## config.mk

```make
export PLATFORM = sky130hd
export DESIGN_NAME = axi_lite_rr_arbiter
export DESIGN_NICKNAME = d
export VERILOG_FILES = /design/src/rtl/axi_lite_rr_arbiter.sv
export SDC_FILE = /design/constraint.sdc
export NUM_CORES = 1
export LEC_CHECK = 0
export CAP_MARGIN = 15
export CORE_AREA = 5 5 187 189
export DETAILED_ROUTE_END_ITERATION = 10
export DIE_AREA = 0 0 192 194
export GPL_TIMING_DRIVEN = 0
export MAX_ROUTING_LAYER = met4
export SYNTH_ARGS = -nofsm -noshare
export SYNTH_HDL_FRONTEND = slang
export SYNTH_SLANG_ARGS = --single-unit
```

## constraint.sdc

```tcl
create_clock -name M_AXI_ACLK -period 2.35 [get_ports M_AXI_ACLK]
set_input_delay 0.5875 -clock M_AXI_ACLK [delete_from_list [all_inputs] [get_ports M_AXI_ACLK]]
set_output_delay 0.5875 -clock M_AXI_ACLK [all_outputs]
set_load 0.1 [all_outputs]
```

## src/rtl/axi_lite_rr_arbiter.sv

```systemverilog
// Round-robin arbiter sharing one AXI4-Lite master port among C_NUM_REQ
// requesters, one outstanding transaction at a time.
module axi_lite_rr_arbiter #(
  parameter int C_NUM_REQ          = 4,
  parameter int C_M_AXI_ADDR_WIDTH = 32,
  parameter int C_M_AXI_DATA_WIDTH = 32
) (
  input  logic M_AXI_ACLK,
  input  logic M_AXI_ARESET,

  input  logic [C_NUM_REQ-1:0] REQ_VALID,
  input  logic [C_NUM_REQ-1:0] REQ_WRITE,
  input  logic [C_NUM_REQ*C_M_AXI_ADDR_WIDTH-1:0] REQ_ADDR,
  input  logic [C_NUM_REQ*C_M_AXI_DATA_WIDTH-1:0] REQ_WDATA,
  input  logic [C_NUM_REQ*C_M_AXI_DATA_WIDTH/8-1:0] REQ_WSTRB,
  output logic [C_NUM_REQ-1:0] REQ_ACK,
  output logic [C_NUM_REQ-1:0] RESP_VALID,
  output logic [C_M_AXI_DATA_WIDTH-1:0] RESP_RDATA,
  output logic RESP_ERR,
  output logic BUSY,
  output logic [15:0] ERR_COUNT,

  output logic [C_M_AXI_ADDR_WIDTH-1:0] M_AXI_AWADDR,
  output logic [2:0] M_AXI_AWPROT,
  output logic M_AXI_AWVALID,
  input  logic M_AXI_AWREADY,
  output logic [C_M_AXI_DATA_WIDTH-1:0] M_AXI_WDATA,
  output logic [C_M_AXI_DATA_WIDTH/8-1:0] M_AXI_WSTRB,
  output logic M_AXI_WVALID,
  input  logic M_AXI_WREADY,
  input  logic [1:0] M_AXI_BRESP,
  input  logic M_AXI_BVALID,
  output logic M_AXI_BREADY,
  output logic [C_M_AXI_ADDR_WIDTH-1:0] M_AXI_ARADDR,
  output logic [2:0] M_AXI_ARPROT,
  output logic M_AXI_ARVALID,
  input  logic M_AXI_ARREADY,
  input  logic [C_M_AXI_DATA_WIDTH-1:0] M_AXI_RDATA,
  input  logic [1:0] M_AXI_RRESP,
  input  logic M_AXI_RVALID,
  output logic M_AXI_RREADY
);

  localparam int AW = C_M_AXI_ADDR_WIDTH;
  localparam int DW = C_M_AXI_DATA_WIDTH;
  localparam int SW = DW / 8;
  localparam int PW = $clog2(C_NUM_REQ);
  localparam logic [PW:0] NREQ = (PW+1)'(C_NUM_REQ);
  localparam logic [PW-1:0] LAST = PW'(C_NUM_REQ - 1);

  typedef enum logic [2:0] {
    S_IDLE,
    S_WR_REQ,
    S_WR_RESP,
    S_RD_REQ,
    S_RD_RESP,
    S_DONE
  } state_e;

  state_e state_q, state_d;

  logic [PW-1:0]        rr_ptr_q, rr_ptr_d;
  logic [PW-1:0]        grant_q, grant_d;
  logic [AW-1:0]        addr_q, addr_d;
  logic [DW-1:0]        wdata_q, wdata_d;
  logic [SW-1:0]        strb_q, strb_d;
  logic [C_NUM_REQ-1:0] ack_q, ack_d;
  logic                 aw_done_q, aw_done_d;
  logic                 w_done_q, w_done_d;
  logic [DW-1:0]        rdata_q, rdata_d;
  logic                 err_q, err_d;
  logic [15:0]          err_cnt_q, err_cnt_d;

  logic aw_hs;
  logic w_hs;
  logic unused_resp;

  assign aw_hs = M_AXI_AWVALID && M_AXI_AWREADY;
  assign w_hs  = M_AXI_WVALID && M_AXI_WREADY;
  assign unused_resp = M_AXI_BRESP[0] ^ M_AXI_RRESP[0];

  // Scan starts at rr_ptr and wraps modulo C_NUM_REQ.
  logic          found;
  logic [PW-1:0] win;
  logic [PW:0]   scan;

  always_comb begin
    found = 1'b0;
    win   = '0;
    scan  = '0;
    for (int i = 0; i < C_NUM_REQ; i++) begin
      scan = {1'b0, rr_ptr_q} + (PW+1)'(i);
      if (scan >= NREQ) scan = scan - NREQ;
      if (!found && REQ_VALID[scan[PW-1:0]]) begin
        found = 1'b1;
        win   = scan[PW-1:0];
      end
    end
  end

  always_ff @(posedge M_AXI_ACLK) begin
    if (M_AXI_ARESET) state_q <= S_IDLE;
    else              state_q <= state_d;
  end

  always_comb begin
    state_d = state_q;
    unique case (state_q)
      S_IDLE:
        if (found)
          state_d = REQ_WRITE[win] ? S_WR_REQ : S_RD_REQ;
      S_WR_REQ:
        if ((aw_done_q || aw_hs) && (w_done_q || w_hs))
          state_d = S_WR_RESP;
      S_WR_RESP: if (M_AXI_BVALID)  state_d = S_DONE;
      S_RD_REQ:  if (M_AXI_ARREADY) state_d = S_RD_RESP;
      S_RD_RESP: if (M_AXI_RVALID)  state_d = S_DONE;
      S_DONE:    state_d = S_IDLE;
      default:   state_d = S_IDLE;
    endcase
  end

  always_comb begin
    M_AXI_AWVALID = (state_q == S_WR_REQ) && !aw_done_q;
    M_AXI_WVALID  = (state_q == S_WR_REQ) && !w_done_q;
    M_AXI_ARVALID = (state_q == S_RD_REQ);
    M_AXI_BREADY  = (state_q == S_WR_RESP);
    M_AXI_RREADY  = (state_q == S_RD_RESP);
    BUSY          = (state_q != S_IDLE);
    RESP_VALID    = '0;
    if (state_q == S_DONE) RESP_VALID[grant_q] = 1'b1;
  end

  always_comb begin
    rr_ptr_d  = rr_ptr_q;
    grant_d   = grant_q;
    addr_d    = addr_q;
    wdata_d   = wdata_q;
    strb_d    = strb_q;
    ack_d     = '0;
    aw_done_d = aw_done_q;
    w_done_d  = w_done_q;
    rdata_d   = rdata_q;
    err_d     = err_q;
    err_cnt_d = err_cnt_q;
    unique case (state_q)
      S_IDLE: begin
        aw_done_d = 1'b0;
        w_done_d  = 1'b0;
        if (found) begin
          grant_d    = win;
          addr_d     = REQ_ADDR[win*AW +: AW];
          wdata_d    = REQ_WDATA[win*DW +: DW];
          strb_d     = REQ_WSTRB[win*SW +: SW];
          ack_d[win] = 1'b1;
          rr_ptr_d   = (win == LAST) ? '0 : win + 1'b1;
        end
      end
      S_WR_REQ: begin
        if (aw_hs) aw_done_d = 1'b1;
        if (w_hs)  w_done_d  = 1'b1;
      end
      S_WR_RESP:
        if (M_AXI_BVALID) begin
          rdata_d = '0;
          err_d   = M_AXI_BRESP[1];
        end
      S_RD_RESP:
        if (M_AXI_RVALID) begin
          rdata_d = M_AXI_RDATA;
          err_d   = M_AXI_RRESP[1];
        end
      S_DONE:
        if (err_q && err_cnt_q != 16'hFFFF)
          err_cnt_d = err_cnt_q + 16'd1;
      default: ;
    endcase
  end

  always_ff @(posedge M_AXI_ACLK) begin
    if (M_AXI_ARESET) begin
      rr_ptr_q  <= '0;
      grant_q   <= '0;
      addr_q    <= '0;
      wdata_q   <= '0;
      strb_q    <= '0;
      ack_q     <= '0;
      aw_done_q <= 1'b0;
      w_done_q  <= 1'b0;
      rdata_q   <= '0;
      err_q     <= 1'b0;
      err_cnt_q <= '0;
    end else begin
      rr_ptr_q  <= rr_ptr_d;
      grant_q   <= grant_d;
      addr_q    <= addr_d;
      wdata_q   <= wdata_d;
      strb_q    <= strb_d;
      ack_q     <= ack_d;
      aw_done_q <= aw_done_d;
      w_done_q  <= w_done_d;
      rdata_q   <= rdata_d;
      err_q     <= err_d;
      err_cnt_q <= err_cnt_d;
    end
  end

  assign REQ_ACK      = ack_q;
  assign RESP_RDATA   = rdata_q;
  assign RESP_ERR     = err_q;
  assign ERR_COUNT    = err_cnt_q;
  assign M_AXI_AWADDR = addr_q;
  assign M_AXI_AWPROT = 3'b000;
  assign M_AXI_WDATA  = wdata_q;
  assign M_AXI_WSTRB  = strb_q;
  assign M_AXI_ARADDR = addr_q;
  assign M_AXI_ARPROT = 3'b000;

endmodule

```

==> metrics <==
number of global-route vias before repair 8,976; Setup WS pre-CTS -1.18 ns; clock period minus worst slack 2.31 ns; Max-Cap Viols 0; Synth cell types slightly above 50; Clk Latency, worst-skew pair 0.43 ns; Hold Path Depth 2; gr usage total 0.193; total CTS buffers 17; Max IR drop VDD roughly 930 µV; reg2reg setup slack roughly 0.17 ns; Slew HR 0.290; global-route wire length before repair 53,400 µm; reg-to-reg endpoint M_AXI_WDATA[3]$_SDFFE_PP0N_; WP data arrival ~1.7 ns; CTS tree built; most frequent cells in the layout 315 x clkdlybuf4s50_1, 237 x nand2_1, 156 x a21oi_1, 127 x dfxtp_1, 100 x dlygate4sd2_1; Worst Setup SP state_q[1]$_SDFFE_PP0P_; final hold vios 0; CP Max Fanout 4; CP Capture Type output pin; setup_tns 0 ns; commonest non-fill, non-tap cell in the layout clkdlybuf4s50_1; HPWL Detailed roughly 30,000 µm; PortBufs 482; Max Slew Vio Count 0; num ports ~500; CP Launch Type flop; Worst Tran Pin Value between 1 and 1.5 ns; total chip power approximately 19,000 µW; vias per cell roughly 4.5; initial core utilization 0.215; # setup viols final 0; commonest register cell after synthesis dfxtp_1; CP Data Required Time 1.76 ns; Pwr per Cell Area around 1400 nW/µm²; ys async rst share 0; WL final roughly 37,000 µm; Tightest Hold Check Type reg2reg; Antenna Nets Post-Route 0; grt ovf 0; Final Skew ~0.0081 ns; Final nets between 1,500 and 2,000; Initial DRC Count 318; ranking of synthesized cells by area dfxtp_1 37%, nand2_1 13%, a21oi_1 11%; share of cells above drive strength 1 0.158; Die Width 192 µm; top-area cell type share of the netlist area 0.366; Final GP Congestion ~0.84; H-tree depth 4; hold slack between 0.4 and 0.5 ns; Cell Rows 67; Worst Hold Path EP RESP_RDATA[5]$_SDFFE_PP0P_; Netlist Area Pre-Place between 7000 and 8000 µm²; DIE HEIGHT a little under 200 µm; Leak Pwr 0.00599 µW; root buf cell clkbuf_16; Seq/Total Area, Yosys 0.366; worst hold start RESP_RDATA[5]$_SDFFE_PP0P_; Layout area overhead 87.3%; Fmax about 430 MHz; Fillers about 3,500; outcome finished, final reports clean; wire length per cell between 15 and 20 µm; post-synthesis average cell area ~7.6 µm²; EDFF count, synth 0; initial antenna violation count 8; Reg clk slew, reported paths ~0.060 ns; Final period util 0.981; PnR worst setup slack about 0.044 ns; # DRC 0; flops & latches, synth 130; via count ~8,600; Core Footprint approximately 33,000 µm²; R2R Path Start rr_ptr_q[1]$_SDFFE_PP0N_; DR pass1 iterations 4; Post-Synthesis Cells roughly 930; die area 37,200 µm²; kind of critical path reg2out; Yosys warning total 0; RSZ-0062 raised after global routing true; clk buf depth 2; Synth area leader dfxtp_1; worst r2r path cells 7; Sink Count 130; pin count of the biggest net entering global routing 20
## layer usage
metal	track usage	up-vias	part of all wire	routed length (µm)
li1	-	4259	-	-
met3	0.0648	44	0.091	3330
met5	-	-	0	0
met1	0.207	4007	0.38	14100
met4	0.0647	0	0.026	939
met2	0.333	335	0.50	18400
## layout make-up
type | instances | area [µm²] | share of cell area
flip-flops and latches | 130 | 2610 | 0.196
clock inverters | 12 | 204 | 0.0153
inverters | 6 | 25.0 | 0.00188
multi-input cells | 690 | 4060 | 0.304
clock buffers | 20 | 457 | 0.0343
plain buffers | 108 | 678 | 0.0509
repair buffers | 491 | 4720 | 0.354
diodes | 8 | 20.0 | 0.00150
well taps | 448 | 561 | 0.0421
## state kept, by name, indices dropped and copies added, names as in the netlist
name	count
RESP_ERR	1
aw_done_q	1
M_AXI_ARADDR	32
REQ_ACK	4
grant_q	2
ERR_COUNT	16
M_AXI_WDATA	32
rr_ptr_q	2
w_done_q	1
RESP_RDATA	32
state_q	3
M_AXI_WSTRB	4
## cell usage after synthesis, drive strengths merged (4+ instances only)
library cell,number
nand2,239
a21oi,156
dfxtp,130
buf,72
nand3,57
a211o,50
clkbuf,38
nor2,27
o21ai,24
a221o,19
mux2,19
xor2,13
nor3,10
and2,7
inv,6
mux2i,6
and3,5
ha,5
nor2b,5
and4,4
nand2b,4
## where the power goes
part / switching [µW] / internal (µW) / total, µW
combinational: 9580 / 3130 / 12700
clock: 1090 / 1940 / 3040
sequential: 517 / 2870 / 3390
## what timing repair did
item | CTS | global route
pin swaps | 4 | 2
resized for setup | 334 | 49
setup buffers | 2 | 7
hold buffers | 0 | 0
endpoints found under the setup margin | 236 | 46
## cell families after synthesis
family                   share of synthesized area
multiplexers                                0.0512
flip-flops                                   0.366
XOR/XNOR                                    0.0160
AO/OA/AOI/OAI                                0.241
buffers and inverters                       0.0890
adder cells (fa/ha/maj)                    0.00879
AND/OR/NAND/NOR                              0.228
other                                     0.000527
## worst max-delay path, cell delays in order, from the launching register on
cell             delay, ns
dfxtp_1               0.33
nor3_2                0.31
inv_2                 0.13
clkdlybuf4s15_2       0.50
## stage by stage
step,area [µm²],utilization,cells
final,13300,0.403,1913
after global routing,13300,0.403,1913
after detailed placement,12600,0.380,1866
after floorplan,7200,-,936
after CTS,13300,0.402,1899
after global placement,12600,0.380,1866
## how the worst max path moves through the flow
stage / endpoint / slack, ns / depth (start not counted)
2_1_floorplan: RESP_VALID[3] / -0.15 / 3
3_3_place_gp: M_AXI_ARADDR[18]$_SDFFE_PP0N_ / -1.16 / 9
3_5_place_dp: M_AXI_ARADDR[16]$_SDFFE_PP0N_ / -1.18 / 9
4_1_cts: M_AXI_ARADDR[19] / 0.004 / 1
5_1_grt: BUSY / -0.02 / 3
6_report: BUSY / 0.04 / 3
(Power assumes the default switching activity.)
